==> src/rtl/mac_arb_pkg.sv <==
// Shared types and defaults for the round-robin mac sharing arbiter.
package mac_arb_pkg;

  localparam int unsigned OPSIZE_DEF = 16;
  localparam int unsigned NREQ_DEF   = 4;

  typedef enum logic [2:0] {
    IDLE,
    CLEAR,
    ISSUE,
    WAIT_LOW,
    WAIT_HIGH,
    DONE
  } state_e;

endpackage

==> src/rtl/mac_arbiter_if.sv <==
// Client-side and mac-side signal bundle for mac_arbiter.
interface mac_arbiter_if
  import mac_arb_pkg::*;
#(
  parameter int unsigned NREQ   = NREQ_DEF,
  parameter int unsigned OPSIZE = OPSIZE_DEF
);

  logic [NREQ-1:0]        req;
  logic [NREQ-1:0]        term_valid;
  logic [NREQ-1:0]        term_last;
  logic [NREQ*OPSIZE-1:0] a_in;
  logic [NREQ*OPSIZE-1:0] b_in;
  logic [NREQ-1:0]        grant;
  logic [NREQ-1:0]        term_ack;
  logic [NREQ-1:0]        res_valid;
  logic [2*OPSIZE-1:0]    res;
  logic                   busy;
  logic                   mac_start;
  logic                   mac_reset;
  logic [OPSIZE-1:0]      mac_a;
  logic [OPSIZE-1:0]      mac_b;
  logic [2*OPSIZE-1:0]    mac_out;
  logic                   mac_ready;

  modport master (
    input  req, term_valid, term_last, a_in, b_in, mac_out, mac_ready,
    output grant, term_ack, res_valid, res, busy, mac_start, mac_reset, mac_a, mac_b
  );

  modport slave (
    output req, term_valid, term_last, a_in, b_in, mac_out, mac_ready,
    input  grant, term_ack, res_valid, res, busy, mac_start, mac_reset, mac_a, mac_b
  );

endinterface

==> src/rtl/mac_arbiter_rr_pick.sv <==
// Combinational round-robin select: first set request strictly after ptr, wrapping.
module rr_pick #(
  parameter int unsigned NREQ = 4,
  parameter int unsigned IDW  = 2
) (
  input  logic [NREQ-1:0] req,
  input  logic [IDW-1:0]  ptr,
  output logic [NREQ-1:0] gnt_c,
  output logic [IDW-1:0]  idx_c
);

  logic           found;
  logic [IDW-1:0] cand;

  always_comb begin
    gnt_c = '0;
    idx_c = '0;
    found = 1'b0;
    cand  = '0;
    for (int unsigned k = 1; k <= NREQ; k++) begin
      cand = IDW'((32'(ptr) + k) % NREQ);
      if (!found && req[cand]) begin
        found       = 1'b1;
        gnt_c[cand] = 1'b1;
        idx_c       = cand;
      end
    end
  end

endmodule

==> src/rtl/mac_arbiter.sv <==
// Round-robin sequencer sharing one start/ready mac among NREQ burst clients.
module mac_arbiter
  import mac_arb_pkg::*;
#(
  parameter int unsigned OPSIZE = OPSIZE_DEF,
  parameter int unsigned NREQ   = NREQ_DEF
) (
  input  logic          clk,
  input  logic          reset,
  mac_arbiter_if.master bus
);

  localparam int unsigned IDW = $clog2(NREQ);
  localparam int unsigned RW  = 2 * OPSIZE;

  state_e            state_q, state_d;
  logic [IDW-1:0]    ptr_q, ptr_d, owner_q, owner_d, pick_idx_c;
  logic [NREQ-1:0]   grant_q, grant_d, term_ack_q, term_ack_d, res_valid_q, res_valid_d;
  logic [NREQ-1:0]   pick_gnt_c;
  logic [RW-1:0]     res_q, res_d;
  logic [OPSIZE-1:0] mac_a_q, mac_a_d, mac_b_q, mac_b_d, sel_a_c, sel_b_c;
  logic              busy_q, mac_start_q, mac_start_d, mac_reset_q, mac_reset_d;
  logic              last_q, last_d;

  rr_pick #(.NREQ(NREQ), .IDW(IDW)) u_rr_pick (
    .req   (bus.req),
    .ptr   (ptr_q),
    .gnt_c (pick_gnt_c),
    .idx_c (pick_idx_c)
  );

  // Operand lanes of the current owner
  always_comb begin
    sel_a_c = '0;
    sel_b_c = '0;
    for (int unsigned i = 0; i < NREQ; i++) begin
      if (owner_q == IDW'(i)) begin
        sel_a_c = bus.a_in[i*OPSIZE +: OPSIZE];
        sel_b_c = bus.b_in[i*OPSIZE +: OPSIZE];
      end
    end
  end

  always_comb begin
    state_d     = state_q;
    ptr_d       = ptr_q;
    owner_d     = owner_q;
    grant_d     = grant_q;
    term_ack_d  = '0;
    res_valid_d = '0;
    res_d       = res_q;
    mac_start_d = mac_start_q;
    mac_reset_d = 1'b0;
    mac_a_d     = mac_a_q;
    mac_b_d     = mac_b_q;
    last_d      = last_q;
    unique case (state_q)
      IDLE: begin
        if (|bus.req) begin
          owner_d     = pick_idx_c;
          grant_d     = pick_gnt_c;
          mac_reset_d = 1'b1;
          state_d     = CLEAR;
        end
      end
      CLEAR: state_d = ISSUE;
      ISSUE: begin
        if (!bus.req[owner_q]) begin
          grant_d = '0;
          ptr_d   = owner_q;
          state_d = IDLE;
        end else if (bus.mac_ready && bus.term_valid[owner_q]) begin
          mac_a_d     = sel_a_c;
          mac_b_d     = sel_b_c;
          last_d      = bus.term_last[owner_q];
          term_ack_d  = grant_q;
          mac_start_d = 1'b1;
          state_d     = WAIT_LOW;
        end
      end
      // start held until the mac shows it has taken the term
      WAIT_LOW: begin
        if (!bus.mac_ready) begin
          mac_start_d = 1'b0;
          state_d     = WAIT_HIGH;
        end
      end
      WAIT_HIGH: begin
        if (bus.mac_ready) state_d = last_q ? DONE : ISSUE;
      end
      DONE: begin
        res_d       = bus.mac_out;
        res_valid_d = grant_q;
        grant_d     = '0;
        ptr_d       = owner_q;
        state_d     = IDLE;
      end
      default: state_d = IDLE;
    endcase
  end

  always_ff @(posedge clk or posedge reset) begin
    if (reset) begin
      state_q     <= IDLE;
      ptr_q       <= IDW'(NREQ - 1);
      owner_q     <= '0;
      grant_q     <= '0;
      term_ack_q  <= '0;
      res_valid_q <= '0;
      res_q       <= '0;
      busy_q      <= 1'b0;
      mac_start_q <= 1'b0;
      mac_reset_q <= 1'b1;
      mac_a_q     <= '0;
      mac_b_q     <= '0;
      last_q      <= 1'b0;
    end else begin
      state_q     <= state_d;
      ptr_q       <= ptr_d;
      owner_q     <= owner_d;
      grant_q     <= grant_d;
      term_ack_q  <= term_ack_d;
      res_valid_q <= res_valid_d;
      res_q       <= res_d;
      busy_q      <= (state_d != IDLE);
      mac_start_q <= mac_start_d;
      mac_reset_q <= mac_reset_d;
      mac_a_q     <= mac_a_d;
      mac_b_q     <= mac_b_d;
      last_q      <= last_d;
    end
  end

  assign bus.grant     = grant_q;
  assign bus.term_ack  = term_ack_q;
  assign bus.res_valid = res_valid_q;
  assign bus.res       = res_q;
  assign bus.busy      = busy_q;
  assign bus.mac_start = mac_start_q;
  assign bus.mac_reset = mac_reset_q;
  assign bus.mac_a     = mac_a_q;
  assign bus.mac_b     = mac_b_q;

endmodule

==> src/flat_wrapper.sv <==
// flat-port wrapper written by rule: the top's interface ports become plain ports
module mac_arbiter_flat import mac_arb_pkg::*;
#(
  parameter int unsigned OPSIZE = OPSIZE_DEF,
  parameter int unsigned NREQ   = NREQ_DEF
)
  (clk, reset, bus_req, bus_term_valid, bus_term_last, bus_a_in, bus_b_in, bus_mac_out, bus_mac_ready, bus_grant, bus_term_ack, bus_res_valid, bus_res, bus_busy, bus_mac_start, bus_mac_reset, bus_mac_a, bus_mac_b);
  mac_arbiter_if #(.NREQ(NREQ), .OPSIZE(OPSIZE)) bus_i ();
  input  logic clk;
  input  logic reset;
  input wire logic [$bits(bus_i.req)-1:0] bus_req;
  input wire logic [$bits(bus_i.term_valid)-1:0] bus_term_valid;
  input wire logic [$bits(bus_i.term_last)-1:0] bus_term_last;
  input wire logic [$bits(bus_i.a_in)-1:0] bus_a_in;
  input wire logic [$bits(bus_i.b_in)-1:0] bus_b_in;
  input wire logic [$bits(bus_i.mac_out)-1:0] bus_mac_out;
  input wire logic [$bits(bus_i.mac_ready)-1:0] bus_mac_ready;
  output wire logic [$bits(bus_i.grant)-1:0] bus_grant;
  output wire logic [$bits(bus_i.term_ack)-1:0] bus_term_ack;
  output wire logic [$bits(bus_i.res_valid)-1:0] bus_res_valid;
  output wire logic [$bits(bus_i.res)-1:0] bus_res;
  output wire logic [$bits(bus_i.busy)-1:0] bus_busy;
  output wire logic [$bits(bus_i.mac_start)-1:0] bus_mac_start;
  output wire logic [$bits(bus_i.mac_reset)-1:0] bus_mac_reset;
  output wire logic [$bits(bus_i.mac_a)-1:0] bus_mac_a;
  output wire logic [$bits(bus_i.mac_b)-1:0] bus_mac_b;
  assign bus_i.req = bus_req;
  assign bus_i.term_valid = bus_term_valid;
  assign bus_i.term_last = bus_term_last;
  assign bus_i.a_in = bus_a_in;
  assign bus_i.b_in = bus_b_in;
  assign bus_i.mac_out = bus_mac_out;
  assign bus_i.mac_ready = bus_mac_ready;
  assign bus_grant = bus_i.grant;
  assign bus_term_ack = bus_i.term_ack;
  assign bus_res_valid = bus_i.res_valid;
  assign bus_res = bus_i.res;
  assign bus_busy = bus_i.busy;
  assign bus_mac_start = bus_i.mac_start;
  assign bus_mac_reset = bus_i.mac_reset;
  assign bus_mac_a = bus_i.mac_a;
  assign bus_mac_b = bus_i.mac_b;
  mac_arbiter #(.OPSIZE(OPSIZE), .NREQ(NREQ)) u_core (.clk(clk), .reset(reset), .bus(bus_i));
endmodule
==> config.mk <==
export PLATFORM = sky130hd
export DESIGN_NAME = mac_arbiter_flat
export DESIGN_NICKNAME = d
export VERILOG_FILES = /design/src/rtl/mac_arb_pkg.sv /design/src/rtl/mac_arbiter_if.sv /design/src/rtl/mac_arbiter_rr_pick.sv /design/src/rtl/mac_arbiter.sv /design/src/flat_wrapper.sv
export SDC_FILE = /design/constraint.sdc
export NUM_CORES = 1
export LEC_CHECK = 0
export ABC_AREA = 1
export CORE_ASPECT_RATIO = 1.25
export CORE_MARGIN = 4
export CORE_UTILIZATION = 42
export DETAILED_ROUTE_END_ITERATION = 16
export HOLD_SLACK_MARGIN = 0.12
export MAX_ROUTING_LAYER = met4
export PLACE_DENSITY = 0.95
export RECOVER_POWER = 100
export SETUP_SLACK_MARGIN = 0.1
export SLEW_MARGIN = 0
export SYNTH_ARGS = -nofsm -noshare
export SYNTH_HDL_FRONTEND = slang
export SYNTH_SLANG_ARGS = --single-unit
==> constraint.sdc <==
create_clock -name clk -period 8.4 [get_ports clk]
set_clock_uncertainty 0.15 [all_clocks]
set_input_delay 0.84 -clock clk [delete_from_list [all_inputs] [get_ports clk]]
set_output_delay 0.84 -clock clk [all_outputs]
set_load 0.005 [all_outputs]
==> impl_metrics.csv <==
group,metric,value,unit
outcome,outcome,"finished with violations",
outcome,violations,"capacitance limit, slew limit",
timing,whs,0.3305,ns
floorplanning,io_pins,254,
cells_and_area,seq_area,0.002181,mm²
floorplanning,placementRows,41,
flow_run,max_cap_viol_count,3,
timing,final-max-slew-violation-count,148,
cells_and_area,area_growth,65.09,%
clock_tree,cts.repair.resized,0,
grt,grt_pass1_vias,4849,
worst_setup_path,crit_type,"flip-flop to flip-flop",
synth,async_flop_share,100.0,%
placed_design,place.gp.congestion,0.9037,
timing,hold_viol_final,0,
clock_tree,clkLatencyLatePin,0.33,ns
detailed_routing,drt-total-wl,14.99,mm
grt,grt_remaining_overflow,0,
detailed_routing,drt_iter0_markers,228,
worst_setup_path,end_kind,"flip-flop",
cells_and_area,drive_above_1_share,7.298,%
placed_design,hpwl,11.77,mm
floorplanning,die_h,123.5,µm
worst_setup_path,arrival,4.75,ns
clock_tree,clock_tree.root_cell,"clkbuf_16",
timing,period_share,55.69,%
detailed_routing,via_per_inst,5.133,
floorplanning,die_area,0.01240,mm²
placed_design,port-buffer-count,253,
worst_setup_path,crit_required,8.47,ns
timing,period_minus_slack,4.678,ns
min_path,holdCritPathClass,"flip-flop to flip-flop",
clock_tree,hold_buffers,0,
synth,synth_cells,535,
cells_and_area,fillers,768,
timing,setup_violations,0,
synth,syn_nets,718,
detailed_routing,via_count,4671,
detailed_routing,drtAntennaViolNets,0,
synth,syn_area,0.004483,mm²
timing,fmax,0.2138,GHz
synth,synth_edf_count,0,
floorplanning,dieWidth,100.4,µm
synth,ys_seq_area_share,48.65,%
synth,yosysWarnings,0,
clock_tree,numCtsBuffers,9,
clock_tree,post-cts-setup-buffer-count,0,
cells_and_area,mostFrequentLayoutCell,"nand2_1",
grt,grtUsageTotal,24.53,%
grt,gr-usage-met2,45.61,%
grt,busiest_layer,"met2",
power_and_ir_drop,cellPowerDensity,306.8,mW/mm²
grt,use_met1,26.04,%
power_and_ir_drop,power.leakage,3.412,nW
synth,ys_ff_latch,87,
synth,synth_flop_cell,"dfrtp_1",
clock_tree,clk_path_buf_depth,2,
clock_tree,clk_pin_slew_worst_paths,0.06,ns
cells_and_area,layout.nets,959,
worst_setup_path,crit_fanout,72,
detailed_routing,wl_per_cell,16.47,µm
synth,synthDistinctLibCells,26,
clock_tree,cts_tree,"yes",
cells_and_area,diodes,0,
cells_and_area,layout_common_cells,"198 x nand2_1, 171 x clkdlybuf4s50_1, 84 x dfrtp_1",
grt,use_met3,4.233,%
detailed_routing,drc,0,
floorplanning,core,0.01026,mm²
synth,syn_area_per_cell,8.380,µm²
grt,grt_first_pass_wirelength,23.39,mm
power_and_ir_drop,ir_drop,0.0002331,V
floorplanning,initial_core_util,43.70,%
worst_setup_path,start_kind,"flip-flop",
grt,grt_max_degree,88,
cells_and_area,multiInputGateArea,0.002054,mm²
timing,rsz0062_at_grt,"no",
timing,relSlewSlack,-55.19,%
grt,grt_antenna_before_repair,0,
timing,tns,0,ns
clock_tree,htree_levels,3,
timing,max_slew.worst_pin.slew,2.319,ns
clock_tree,clkSinkCount,87,
detailed_routing,drtPass1Iterations,4,
cell usage after synthesis (all sizes together) (3+ instances only):
library cell | instances | share of area (%)
a21boi | 4 | 0.67
a21oi | 24 | 2.7
a221oi | 17 | 3.3
buf | 14 | 1.8
clkbuf | 12 | 1.0
dfrtp | 84 | 47
dfstp | 3 | 1.8
ha | 8 | 2.2
inv | 28 | 2.3
mux2 | 32 | 8.0
nand2 | 198 | 17
nand3 | 41 | 4.6
nand4 | 5 | 0.70
nor2 | 22 | 2.3
o21ai | 38 | 4.2
per-layer routing:
metal | up-vias | part of all wire, % | wire length, µm
met5 | - | 0 | 0
met4 | 0 | 2.6 | 388
met3 | 31 | 5.5 | 831
met2 | 163 | 55 | 8225
met1 | 2204 | 37 | 5541
li1 | 2273 | - | -
state kept, by name (all words and copies together) (netlist names):
register	cells
u_core.ptr_q	2
u_core.bus.res_valid	4
u_core.bus.mac_b	16
u_core.bus.mac_start	1
u_core.bus.mac_a	16
u_core.state_q	3
u_core.bus.res	32
u_core.last_q	1
u_core.bus.grant	4
u_core.bus.busy	1
u_core.bus.term_ack	4
u_core.owner_q	2
u_core.bus.mac_reset	1
final timing paths:
kind	start	end	slack (ns)	cells past startpoint
max	u_core.owner_q[0]$_DFFE_PP0P_	u_core.bus.busy$_DFF_PP0_	3.72	8
min	u_core.bus.mac_a[13]$_DFFE_PP0P_	u_core.bus.mac_a[13]$_DFFE_PP0P_	0.33	2
max reg2reg	u_core.owner_q[0]$_DFFE_PP0P_	u_core.bus.busy$_DFF_PP0_	3.72	8
min reg2reg	u_core.bus.mac_a[13]$_DFFE_PP0P_	u_core.bus.mac_a[13]$_DFFE_PP0P_	0.33	2
max in group asynchronous	reset	u_core.bus.mac_b[11]$_DFFE_PP0P_	6.25	3
min in group asynchronous	reset	u_core.bus.res[27]$_DFFE_PP0P_	1.17	3
logic make-up after synthesis:
group                    synth area share, %
AND/OR/NAND/NOR                        24.56
flip-flops                             48.65
AO/OA/AOI/OAI                          11.39
buffers and inverters                  5.135
multiplexers                           8.038
adder cells (fa/ha/maj)                2.233
report_power, final:
part / switching, mW / internal [mW]
Combinational: 0.564 / 0.539
Clock: 0.162 / 0.294
Sequential: 0.110 / 0.602
final cells by class:
cell class / count / area share [%]
Clock buffer: 10 / 3.094
Clock inverter: 6 / 1.589
Inverter: 28 / 1.437
Multi-Input combinational cell: 394 / 27.76
Sequential cell: 87 / 29.47
Tap cell: 129 / 2.181
Timing Repair Buffer: 256 / 34.47
through the flow:
step                utilization (%)  setup slack (ns)  cell area, µm²  instances  total power [mW]
floorplan                         -             5.165            4483        535             1.324
global placement              68.96             5.674            7076        894             1.854
detailed placement            68.96             5.596            7076        894             1.912
CTS                           72.34             5.773            7422        910             2.380
global route                  72.13             3.225            7401        910             2.451
finish                        72.13             3.722            7401        910             2.270
worst max-delay path, stage by stage, from the launching register on:
cell and delay (ns):
dfrtp_1 0.45, nor2_1 1.73, nand2_1 0.15, nand4_1 0.22, nor2_1 0.08, nand2_1 1.29, nand2_1 0.23, nor2_1 0.17
nand2_1 0.06
Power figures use the tool's default switching activity.
